File: src/rtl/wb_stage_if.sv
// Writeback-stage bus: MEM-stage entry, divider handshake, register-file write port and retire count.
`default_nettype none

interface wb_stage_if #(
   parameter int XLEN       = 32,
   parameter int REG_ADDR_W = 5,
   parameter int INSTRET_W  = 64
);
   logic                  flush_i;
   logic                  mem_valid_i;
   logic                  mem_wen_i;
   logic [REG_ADDR_W-1:0] mem_rd_i;
   logic [XLEN-1:0]       mem_result_i;
   logic                  mem_is_load_i;
   logic [2:0]            mem_funct3_i;
   logic [XLEN-1:0]       mem_rdata_i;
   logic                  wb_stall_o;
   logic                  div_valid_i;
   logic [REG_ADDR_W-1:0] div_rd_i;
   logic [XLEN-1:0]       div_result_i;
   logic                  div_ready_o;
   logic                  reg_wen_o;
   logic [REG_ADDR_W-1:0] reg_waddr_o;
   logic [XLEN-1:0]       reg_wdata_o;
   logic [INSTRET_W-1:0]  instret_o;

   modport master (
      output flush_i, mem_valid_i, mem_wen_i, mem_rd_i, mem_result_i, mem_is_load_i,
             mem_funct3_i, mem_rdata_i, div_valid_i, div_rd_i, div_result_i,
      input  wb_stall_o, div_ready_o, reg_wen_o, reg_waddr_o, reg_wdata_o, instret_o
   );

   modport slave (
      input  flush_i, mem_valid_i, mem_wen_i, mem_rd_i, mem_result_i, mem_is_load_i,
             mem_funct3_i, mem_rdata_i, div_valid_i, div_rd_i, div_result_i,
      output wb_stall_o, div_ready_o, reg_wen_o, reg_waddr_o, reg_wdata_o, instret_o
   );
endinterface

`default_nettype wire

File: src/rtl/wb_stage.sv
// Writeback stage: registers MEM results (with load formatting), merges divider results
// through a one-entry buffer, and counts retired instructions.
`default_nettype none

module wb_stage #(
   parameter int XLEN       = 32,
   parameter int REG_ADDR_W = 5,
   parameter int INSTRET_W  = 64
) (
   input  wire          clk_i,
   input  wire          rst_n_i,
   wb_stage_if.slave    bus
);
   localparam logic [0:0] IDLE = 1'b0;
   localparam logic [0:0] PEND = 1'b1;

   logic [0:0]            state_q, state_d;
   logic                  buf_valid_q, buf_valid_d;
   logic [REG_ADDR_W-1:0] buf_rd_q, buf_rd_d;
   logic [XLEN-1:0]       buf_data_q, buf_data_d;
   logic                  reg_wen_q, reg_wen_d;
   logic [REG_ADDR_W-1:0] reg_waddr_q, reg_waddr_d;
   logic [XLEN-1:0]       reg_wdata_q, reg_wdata_d;
   logic [INSTRET_W-1:0]  instret_q, instret_d;

   logic                  is_idle;
   logic                  mem_cap;
   logic                  div_acc;
   logic [1:0]            off;
   logic [7:0]            ld_byte;
   logic [15:0]           ld_half;
   logic [XLEN-1:0]       mem_data;

   assign is_idle = (state_q == IDLE);
   assign mem_cap = bus.mem_valid_i & ~bus.flush_i & is_idle;
   assign div_acc = bus.div_valid_i & is_idle;
   assign off     = bus.mem_result_i[1:0];

   always_comb begin
      ld_byte = 8'h00;
      case (off)
         2'd0:    ld_byte = bus.mem_rdata_i[7:0];
         2'd1:    ld_byte = bus.mem_rdata_i[15:8];
         2'd2:    ld_byte = bus.mem_rdata_i[23:16];
         default: ld_byte = bus.mem_rdata_i[31:24];
      endcase
      ld_half = off[1] ? bus.mem_rdata_i[31:16] : bus.mem_rdata_i[15:0];

      mem_data = bus.mem_result_i;
      if (bus.mem_is_load_i) begin
         case (bus.mem_funct3_i)
            3'd0:    mem_data = {{(XLEN-8){ld_byte[7]}}, ld_byte};
            3'd1:    mem_data = {{(XLEN-16){ld_half[15]}}, ld_half};
            3'd2:    mem_data = bus.mem_rdata_i;
            3'd4:    mem_data = {{(XLEN-8){1'b0}}, ld_byte};
            3'd5:    mem_data = {{(XLEN-16){1'b0}}, ld_half};
            default: mem_data = '0;
         endcase
      end
   end

   always_comb begin
      state_d     = state_q;
      buf_valid_d = buf_valid_q;
      buf_rd_d    = buf_rd_q;
      buf_data_d  = buf_data_q;
      reg_wen_d   = 1'b0;
      reg_waddr_d = reg_waddr_q;
      reg_wdata_d = reg_wdata_q;
      instret_d   = instret_q;

      if (state_q == IDLE) begin
         if (mem_cap) begin
            reg_wen_d   = bus.mem_wen_i & (bus.mem_rd_i != '0);
            reg_waddr_d = bus.mem_rd_i;
            reg_wdata_d = mem_data;
            instret_d   = instret_q + INSTRET_W'(1);
            // MEM owns the write port this cycle, so a concurrent divider result waits one cycle
            if (div_acc) begin
               buf_valid_d = 1'b1;
               buf_rd_d    = bus.div_rd_i;
               buf_data_d  = bus.div_result_i;
               state_d     = PEND;
            end
         end else if (div_acc) begin
            reg_wen_d   = (bus.div_rd_i != '0);
            reg_waddr_d = bus.div_rd_i;
            reg_wdata_d = bus.div_result_i;
         end
      end else begin
         reg_wen_d   = buf_valid_q & (buf_rd_q != '0);
         reg_waddr_d = buf_rd_q;
         reg_wdata_d = buf_data_q;
         buf_valid_d = 1'b0;
         state_d     = IDLE;
      end
   end

   always_ff @(posedge clk_i) begin
      if (!rst_n_i) begin
         state_q     <= IDLE;
         buf_valid_q <= 1'b0;
         buf_rd_q    <= '0;
         buf_data_q  <= '0;
         reg_wen_q   <= 1'b0;
         reg_waddr_q <= '0;
         reg_wdata_q <= '0;
         instret_q   <= '0;
      end else begin
         state_q     <= state_d;
         buf_valid_q <= buf_valid_d;
         buf_rd_q    <= buf_rd_d;
         buf_data_q  <= buf_data_d;
         reg_wen_q   <= reg_wen_d;
         reg_waddr_q <= reg_waddr_d;
         reg_wdata_q <= reg_wdata_d;
         instret_q   <= instret_d;
      end
   end

   assign bus.wb_stall_o  = (state_q == PEND);
   assign bus.div_ready_o = (state_q == IDLE);
   assign bus.reg_wen_o   = reg_wen_q;
   assign bus.reg_waddr_o = reg_waddr_q;
   assign bus.reg_wdata_o = reg_wdata_q;
   assign bus.instret_o   = instret_q;
endmodule

`default_nettype wire

File: src/flat_wrapper.sv
// flat-port wrapper written by rule: the top's interface ports become plain ports
module wb_stage_flat 
#(
   parameter int XLEN       = 32,
   parameter int REG_ADDR_W = 5,
   parameter int INSTRET_W  = 64
)
  (clk_i, rst_n_i, bus_flush_i, bus_mem_valid_i, bus_mem_wen_i, bus_mem_rd_i, bus_mem_result_i, bus_mem_is_load_i, bus_mem_funct3_i, bus_mem_rdata_i, bus_div_valid_i, bus_div_rd_i, bus_div_result_i, bus_wb_stall_o, bus_div_ready_o, bus_reg_wen_o, bus_reg_waddr_o, bus_reg_wdata_o, bus_instret_o);
  wb_stage_if #(.XLEN(XLEN), .REG_ADDR_W(REG_ADDR_W), .INSTRET_W(INSTRET_W)) bus_i ();
  input  wire clk_i;
  input  wire rst_n_i;
  input wire logic [$bits(bus_i.flush_i)-1:0] bus_flush_i;
  input wire logic [$bits(bus_i.mem_valid_i)-1:0] bus_mem_valid_i;
  input wire logic [$bits(bus_i.mem_wen_i)-1:0] bus_mem_wen_i;
  input wire logic [$bits(bus_i.mem_rd_i)-1:0] bus_mem_rd_i;
  input wire logic [$bits(bus_i.mem_result_i)-1:0] bus_mem_result_i;
  input wire logic [$bits(bus_i.mem_is_load_i)-1:0] bus_mem_is_load_i;
  input wire logic [$bits(bus_i.mem_funct3_i)-1:0] bus_mem_funct3_i;
  input wire logic [$bits(bus_i.mem_rdata_i)-1:0] bus_mem_rdata_i;
  input wire logic [$bits(bus_i.div_valid_i)-1:0] bus_div_valid_i;
  input wire logic [$bits(bus_i.div_rd_i)-1:0] bus_div_rd_i;
  input wire logic [$bits(bus_i.div_result_i)-1:0] bus_div_result_i;
  output wire logic [$bits(bus_i.wb_stall_o)-1:0] bus_wb_stall_o;
  output wire logic [$bits(bus_i.div_ready_o)-1:0] bus_div_ready_o;
  output wire logic [$bits(bus_i.reg_wen_o)-1:0] bus_reg_wen_o;
  output wire logic [$bits(bus_i.reg_waddr_o)-1:0] bus_reg_waddr_o;
  output wire logic [$bits(bus_i.reg_wdata_o)-1:0] bus_reg_wdata_o;
  output wire logic [$bits(bus_i.instret_o)-1:0] bus_instret_o;
  assign bus_i.flush_i = bus_flush_i;
  assign bus_i.mem_valid_i = bus_mem_valid_i;
  assign bus_i.mem_wen_i = bus_mem_wen_i;
  assign bus_i.mem_rd_i = bus_mem_rd_i;
  assign bus_i.mem_result_i = bus_mem_result_i;
  assign bus_i.mem_is_load_i = bus_mem_is_load_i;
  assign bus_i.mem_funct3_i = bus_mem_funct3_i;
  assign bus_i.mem_rdata_i = bus_mem_rdata_i;
  assign bus_i.div_valid_i = bus_div_valid_i;
  assign bus_i.div_rd_i = bus_div_rd_i;
  assign bus_i.div_result_i = bus_div_result_i;
  assign bus_wb_stall_o = bus_i.wb_stall_o;
  assign bus_div_ready_o = bus_i.div_ready_o;
  assign bus_reg_wen_o = bus_i.reg_wen_o;
  assign bus_reg_waddr_o = bus_i.reg_waddr_o;
  assign bus_reg_wdata_o = bus_i.reg_wdata_o;
  assign bus_instret_o = bus_i.instret_o;
  wb_stage #(.XLEN(XLEN), .REG_ADDR_W(REG_ADDR_W), .INSTRET_W(INSTRET_W)) u_core (.clk_i(clk_i), .rst_n_i(rst_n_i), .bus(bus_i));
endmodule
File: config.mk
export PLATFORM = sky130hd
export DESIGN_NAME = wb_stage_flat
export DESIGN_NICKNAME = d
export VERILOG_FILES = /design/src/rtl/wb_stage_if.sv /design/src/rtl/wb_stage.sv /design/src/flat_wrapper.sv
export SDC_FILE = /design/constraint.sdc
export NUM_CORES = 1
export LEC_CHECK = 0
export CORE_MARGIN = 2
export CORE_UTILIZATION = 40
export CTS_CLUSTER_DIAMETER = 40
export DETAILED_ROUTE_END_ITERATION = 6
export PLACE_DENSITY_LB_ADDON = 0.1
export SYNTH_ARGS = -nofsm -noshare
export SYNTH_HDL_FRONTEND = slang
export SYNTH_SLANG_ARGS = --single-unit
File: constraint.sdc
create_clock -name clk_i -period 2.33 [get_ports clk_i]
set_clock_uncertainty 0.05 [all_clocks]
set_input_delay 0.3495 -clock clk_i [delete_from_list [all_inputs] [get_ports clk_i]]
set_output_delay 0.3495 -clock clk_i [all_outputs]
set_load 0.01 [all_outputs]
* Word-level counts from Yosys, hierarchy flattened *
Cells that the tools add are included.

storage, ports and cells
  output and inout bits = 104
  latch bits = 0
  input bits = 116
  memory bits (writable) = 0
  ROM bits = 0
  logic and storage cells = 49
  bits in registers = 141
  memories kept = 0

cells by class
  order comparisons = 0
  shift operators = 0
  $mul = 0
  equal/unequal tests = 6
  mux-type cells = 14
  divide/modulo/power cells = 0
  reductions and logical operators = 11
  bitwise operators = 9
  $add $sub $neg = 1

operators by type and width
  kind                     count
  $pmux W32 S5             1
  $mux W32                 4
  $add A64 B1 Y64 const B  1
  $pmux W8 S3              1
  $mux W16                 1
  $mux W5                  3
  $reduce_bool A5 Y1       3
  $eq A3 B3 Y1 const B     2
  $and A1 B1 Y1            5
  $mux W1                  4
  $not A1 Y1               4
  $reduce_and A2 Y1        2
  $eq A3 B1 Y1 const B     1
  $eq A3 B2 Y1 const B     1
  $logic_not A3 Y1         1
  $reduce_and A3 Y1        1
  $reduce_bool A3 Y1       1
  $reduce_or A3 Y1         1
  $eq A2 B1 Y1 const B     1
  $eq A2 B2 Y1 const B     1
  $logic_not A2 Y1         1
  $reduce_or A2 Y1         1

* Longest topological paths before layout *
  depth in word-level cells = 6
  depth in mapped cells = 7

* Least setup slack after synthesis *
No wires, ideal clock.

  path type = reg-to-reg
  start = register u_core.instret_q[0], in the netlist u_core.bus.instret_o[0]
  end = register u_core.instret_q[62], in the netlist u_core.bus.instret_o[62]
  setup time = 0.070 ns
  required time = 2.210 ns
  stages on the path, launching flop included = 7
  arrival time = 2.097 ns
  clock period less this slack = 2.218 ns
  path slack = 0.112 ns
  cells stage by stage = dfxtp_1 ha_1 nand4bb_2 nor4_4 nand4_2 or4_1 a21oi_1

on the way
  word-level cells in the longest chain between the ends = 1

RTL lines
  what                      line             text
  start: declaration        wb_stage.sv:24   logic [INSTRET_W-1:0] instret_q, instret_d;
  start signal: assignment  wb_stage.sv:117  instret_q <= instret_d;
  $add A64 B1 Y64           wb_stage.sv:77   instret_d = instret_q + INSTRET_W'(1);

Every way passes these cells.
A chain may end at the register's enable or synchronous reset.

* Worst setup path after layout *
  start = register u_core.state_q, in the netlist u_core.bus.wb_stall_o
  end = output port bus_div_ready_o

on the way
  word-level cells in the longest chain between the ends = 1

RTL lines
  what                      line                text
  start: declaration        wb_stage.sv:17      logic [0:0] state_q, state_d;
  start signal: assignment  wb_stage.sv:110     state_q <= state_d;
  $not A1 Y1                -
  end: declaration          flat_wrapper.sv:24  output wire logic [$bits(bus_i.div_ready_o)-1:0] bus_div_ready_o;

Every way passes these cells.

==> out/results.txt <==
DP Area: 10200 µm²
Total die area: 19300 µm²
Detailed Route Iter0 Violations: 556
Min-delay src: u_core.buf_data_q[8]$_SDFFE_PN0P_
Initial antenna violation count: 0
Core box area: 17900 µm²
# setup viols final: 0
Mux contribution to synthesized area: 0.0580
FP Rows: 49
Port bufs: 219
First-pass iteration count of the detailed router: 6
Simple-Gate Fraction of Synth Area: 0.239
Slowest stage cell, crit path: clkdlybuf4s50_1
Slew HR: 0.196
Htree depth: 4
CP Cell Sequence: buf_8, clkinv_1, clkdlybuf4s50_1
Clock slew at reported path FFs: 0.05 ns
Clock sinks: 141
R2R setup slack: 0.12 ns
Placed Cells: 1392
Mapped Nets: 1033
Max Freq: 451 MHz
FF+latch count, synth: 141
Crit path max fanout: 40
HP Class: reg -> reg
GP Congestion: 0.901
CP peak stage delay: 0.53 ns
Required time of the critical path: 1.93 ns
Worst VDD drop: 586 µV
Area Overhead vs Synth: 50.4%
Setup repair after global routing missed its margin: true
Worst-margin pin slew: 1.20 ns
Syn avg cell area: 7.93 µm²
Post-synth EDFFs: 0
Gr ovfl total: 0
CTS buffer count: 17
Sequential area share after synthesis: 0.389
Residual DRC: 0
FF-to-FF Start: u_core.bus.instret_o[14]$_SDFFE_PN0P_
N_diodes: 0
Top FF cell, synth: dfxtp_1
Final Hold Fails: 0
Vias in the first global route: 7504
Mapped Cells: 916
YS warnings: 0
Crit path arrival time: 1.82 ns
Final nets: 1303
Netlist cell types: 52
First-pass GRT wire length: 39200 µm
Io pins: 220
Fraction of the mapped netlist area in adder cells: 0.00172
Routed Antenna Nets: 0
Cells on worst reg2reg path: 7
Total GRT Usage: 0.250
Power density of the placed cells: 593 nW/µm²
Final slew viol count: 0
Post-DP HPWL: 17900 µm
Area of the mapped netlist: 7260 µm²
Leak: 3.97 nW
Post-synthesis compound-gate area fraction: 0.231
Worst setup SP type: flop
TritonCTS clock tree: built
Largest family of logic cells by synthesized area: simple AND/OR/NAND/NOR gates
Root Driver: clkbuf_16
Hold Buf Count CTS: 0
Via density: 5.56
Hold depth: 2
Via count: 7928
Share of cells above drive strength 1: 0.124
Worst slack, placed: -0.242 ns
Die Y-Extent: 139 µm
Worst Hold Path EP: u_core.buf_data_q[8]$_SDFFE_PN0P_
Die W: 139 µm
Wire length per cell: 17.3 µm
Outcome: finished, final reports clean
Max Cap Violations: 0
Clock Latency Late Sink: 0.42 ns
Kind of critical path: reg -> out
Design Power: 6.48 mW
Initial core utilization: 0.406
Largest net degree at the start of global routing: 122
Final wirelength: 24600 µm
Xor/xnor cell area share of the yosys netlist: 0.0338
RR Endpoint: u_core.bus.instret_o[63]$_SDFFE_PN0P_
CP Capture Type: output port
Clock Path Buffers: 2
Fin crit share: 0.952
Asr flop ratio synth: 0
Setup WS post-layout: 0.112 ns
Post-Layout Cell Count: 1427
Final non-filler cell area: 10900 µm²
Crit path time final: 2.22 ns
==> worst max-delay path: cells and delay by family (launching register included) <==
kind                   cells  cell delay, ns
buffers and inverters      3            0.99
DFF                        1            0.41
==> stage by stage <==
stage | hold WS [ns] | TNS (ns) | util
5_1_grt | 0.414 | -0.00779 | 0.610
3_3_place_gp | 0.392 | -4.92 | 0.571
3_5_place_dp | 0.396 | -5.50 | 0.571
4_1_cts | 0.405 | 0 | 0.607
2_1_floorplan | 0.381 | 0 | -
6_report | 0.401 | 0 | 0.610
==> repair_timing <==
action | in CTS | in global routing
setup endpoints to repair | 2 | 9
setup buffers | 0 | 4
gates resized for setup | 1 | 4
pin swaps | 1 | 4
==> layout make-up <==
class | count | area [µm²]
fillers | 1620 | 6980
clock inverters | 12 | 210
well taps | 229 | 287
inverters | 34 | 129
flip-flops and latches | 141 | 2820
multi-input cells | 682 | 4130
repair buffers | 310 | 2920
clock buffers | 19 | 433
==> how the worst max path moves through the flow <==
stage,from,end,slack [ns],cells past startpoint
2_1_floorplan,u_core.bus.instret_o[0]$_SDFFE_PN0P_,u_core.bus.instret_o[62]$_SDFFE_PN0P_,0.11,6
3_3_place_gp,bus_flush_i,u_core.bus.instret_o[62]$_SDFFE_PN0P_,-0.20,6
3_5_place_dp,bus_flush_i,u_core.bus.instret_o[58]$_SDFFE_PN0P_,-0.24,6
4_1_cts,u_core.bus.instret_o[13]$_SDFFE_PN0P_,u_core.bus.instret_o[63]$_SDFFE_PN0P_,0.008,7
5_1_grt,u_core.bus.instret_o[26]$_SDFFE_PN0P_,u_core.bus.instret_o[41]$_SDFFE_PN0P_,-0.006,7
6_report,u_core.bus.wb_stall_o$_SDFF_PP0_,bus_div_ready_o,0.11,3
==> registers in the layout (all words and copies together), names as in the netlist <==
register,cells
u_core.buf_data_q,32
u_core.buf_valid_q,1
u_core.bus.reg_wdata_o,32
u_core.bus.wb_stall_o,1
u_core.bus.instret_o,64
u_core.bus.reg_wen_o,1
u_core.bus.reg_waddr_o,5
u_core.buf_rd_q,5
==> cells in the mapped netlist, types with 4 or more instances <==
| master | instances | area, µm² |
|---|---|---|
| a21oi_1 | 107 | 536 |
| a222oi_1 | 7 | 70.1 |
| a22o_1 | 6 | 52.6 |
| a22oi_1 | 16 | 120 |
| a31oi_1 | 8 | 50.1 |
| and2_1 | 6 | 37.5 |
| and3_1 | 8 | 50.1 |
| and4_1 | 7 | 61.3 |
| buf_1 | 4 | 15.0 |
| buf_2 | 4 | 20.0 |
| clkbuf_1 | 51 | 191 |
| dfxtp_1 | 141 | 2820 |
| inv_1 | 33 | 124 |
| mux2i_1 | 23 | 230 |
| mux4_2 | 8 | 180 |
| nand2_1 | 159 | 597 |
| nand2b_1 | 11 | 68.8 |
| nand3_1 | 18 | 90.1 |
| nand4_1 | 28 | 175 |
| nand4_2 | 4 | 50.1 |
| nor2_1 | 42 | 158 |
| nor3_1 | 8 | 40.0 |
| nor4_1 | 7 | 43.8 |
| o2111a_1 | 7 | 78.8 |
| o211ai_1 | 14 | 105 |
| o21ai_0 | 69 | 345 |
| o221ai_1 | 7 | 61.3 |
| o22ai_1 | 16 | 100 |
| o31ai_1 | 7 | 52.6 |
| or3_1 | 27 | 169 |
| or4_1 | 11 | 82.6 |
| xnor2_1 | 10 | 87.6 |
| xor2_1 | 18 | 158 |
==> power by group <==
group	switching [mW]	total (mW)	internal, mW
Combinational	0.443	0.945	0.502
Clock	1.08	2.99	1.91
Sequential	0.0516	2.55	2.49
==> cell families (layout without fill, tap and decap cells) <==
family                     count (synthesis)  in the layout
and+or+nand+nor                          345            345
AOI/OAI and AO/OA                        276            276
DFF                                      141            141
buffers and inverters                     93            375
muxes                                     32             32
xor gates and xnor gates                  28             28
adders and majority gates                  1              1
==> cell usage in the layout (no fill, tap or decap), drive strengths merged, types with 14 or more instances in the layout <==
master	count
mux2i	23
a22oi	16
clkdlybuf4s50	218
dfxtp	141
nand3	18
a21oi	107
clkbuf	19
nand2	159
or3	27
o22ai	16
nand4	32
nor2	42
o21ai	69
xor2	18
inv	35
o211ai	14
buf	92
==> layer usage <==
metal / up-vias / GRT usage / wire length, µm
li1: 3884 / - / -
met1: 3696 / 0.333 / 10900
met2: 304 / 0.403 / 11600
met3: 44 / 0.0501 / 1440
met4: 0 / 0.0930 / 627
met5: - / 0 / 0
Power figures use the tool's default switching activity.
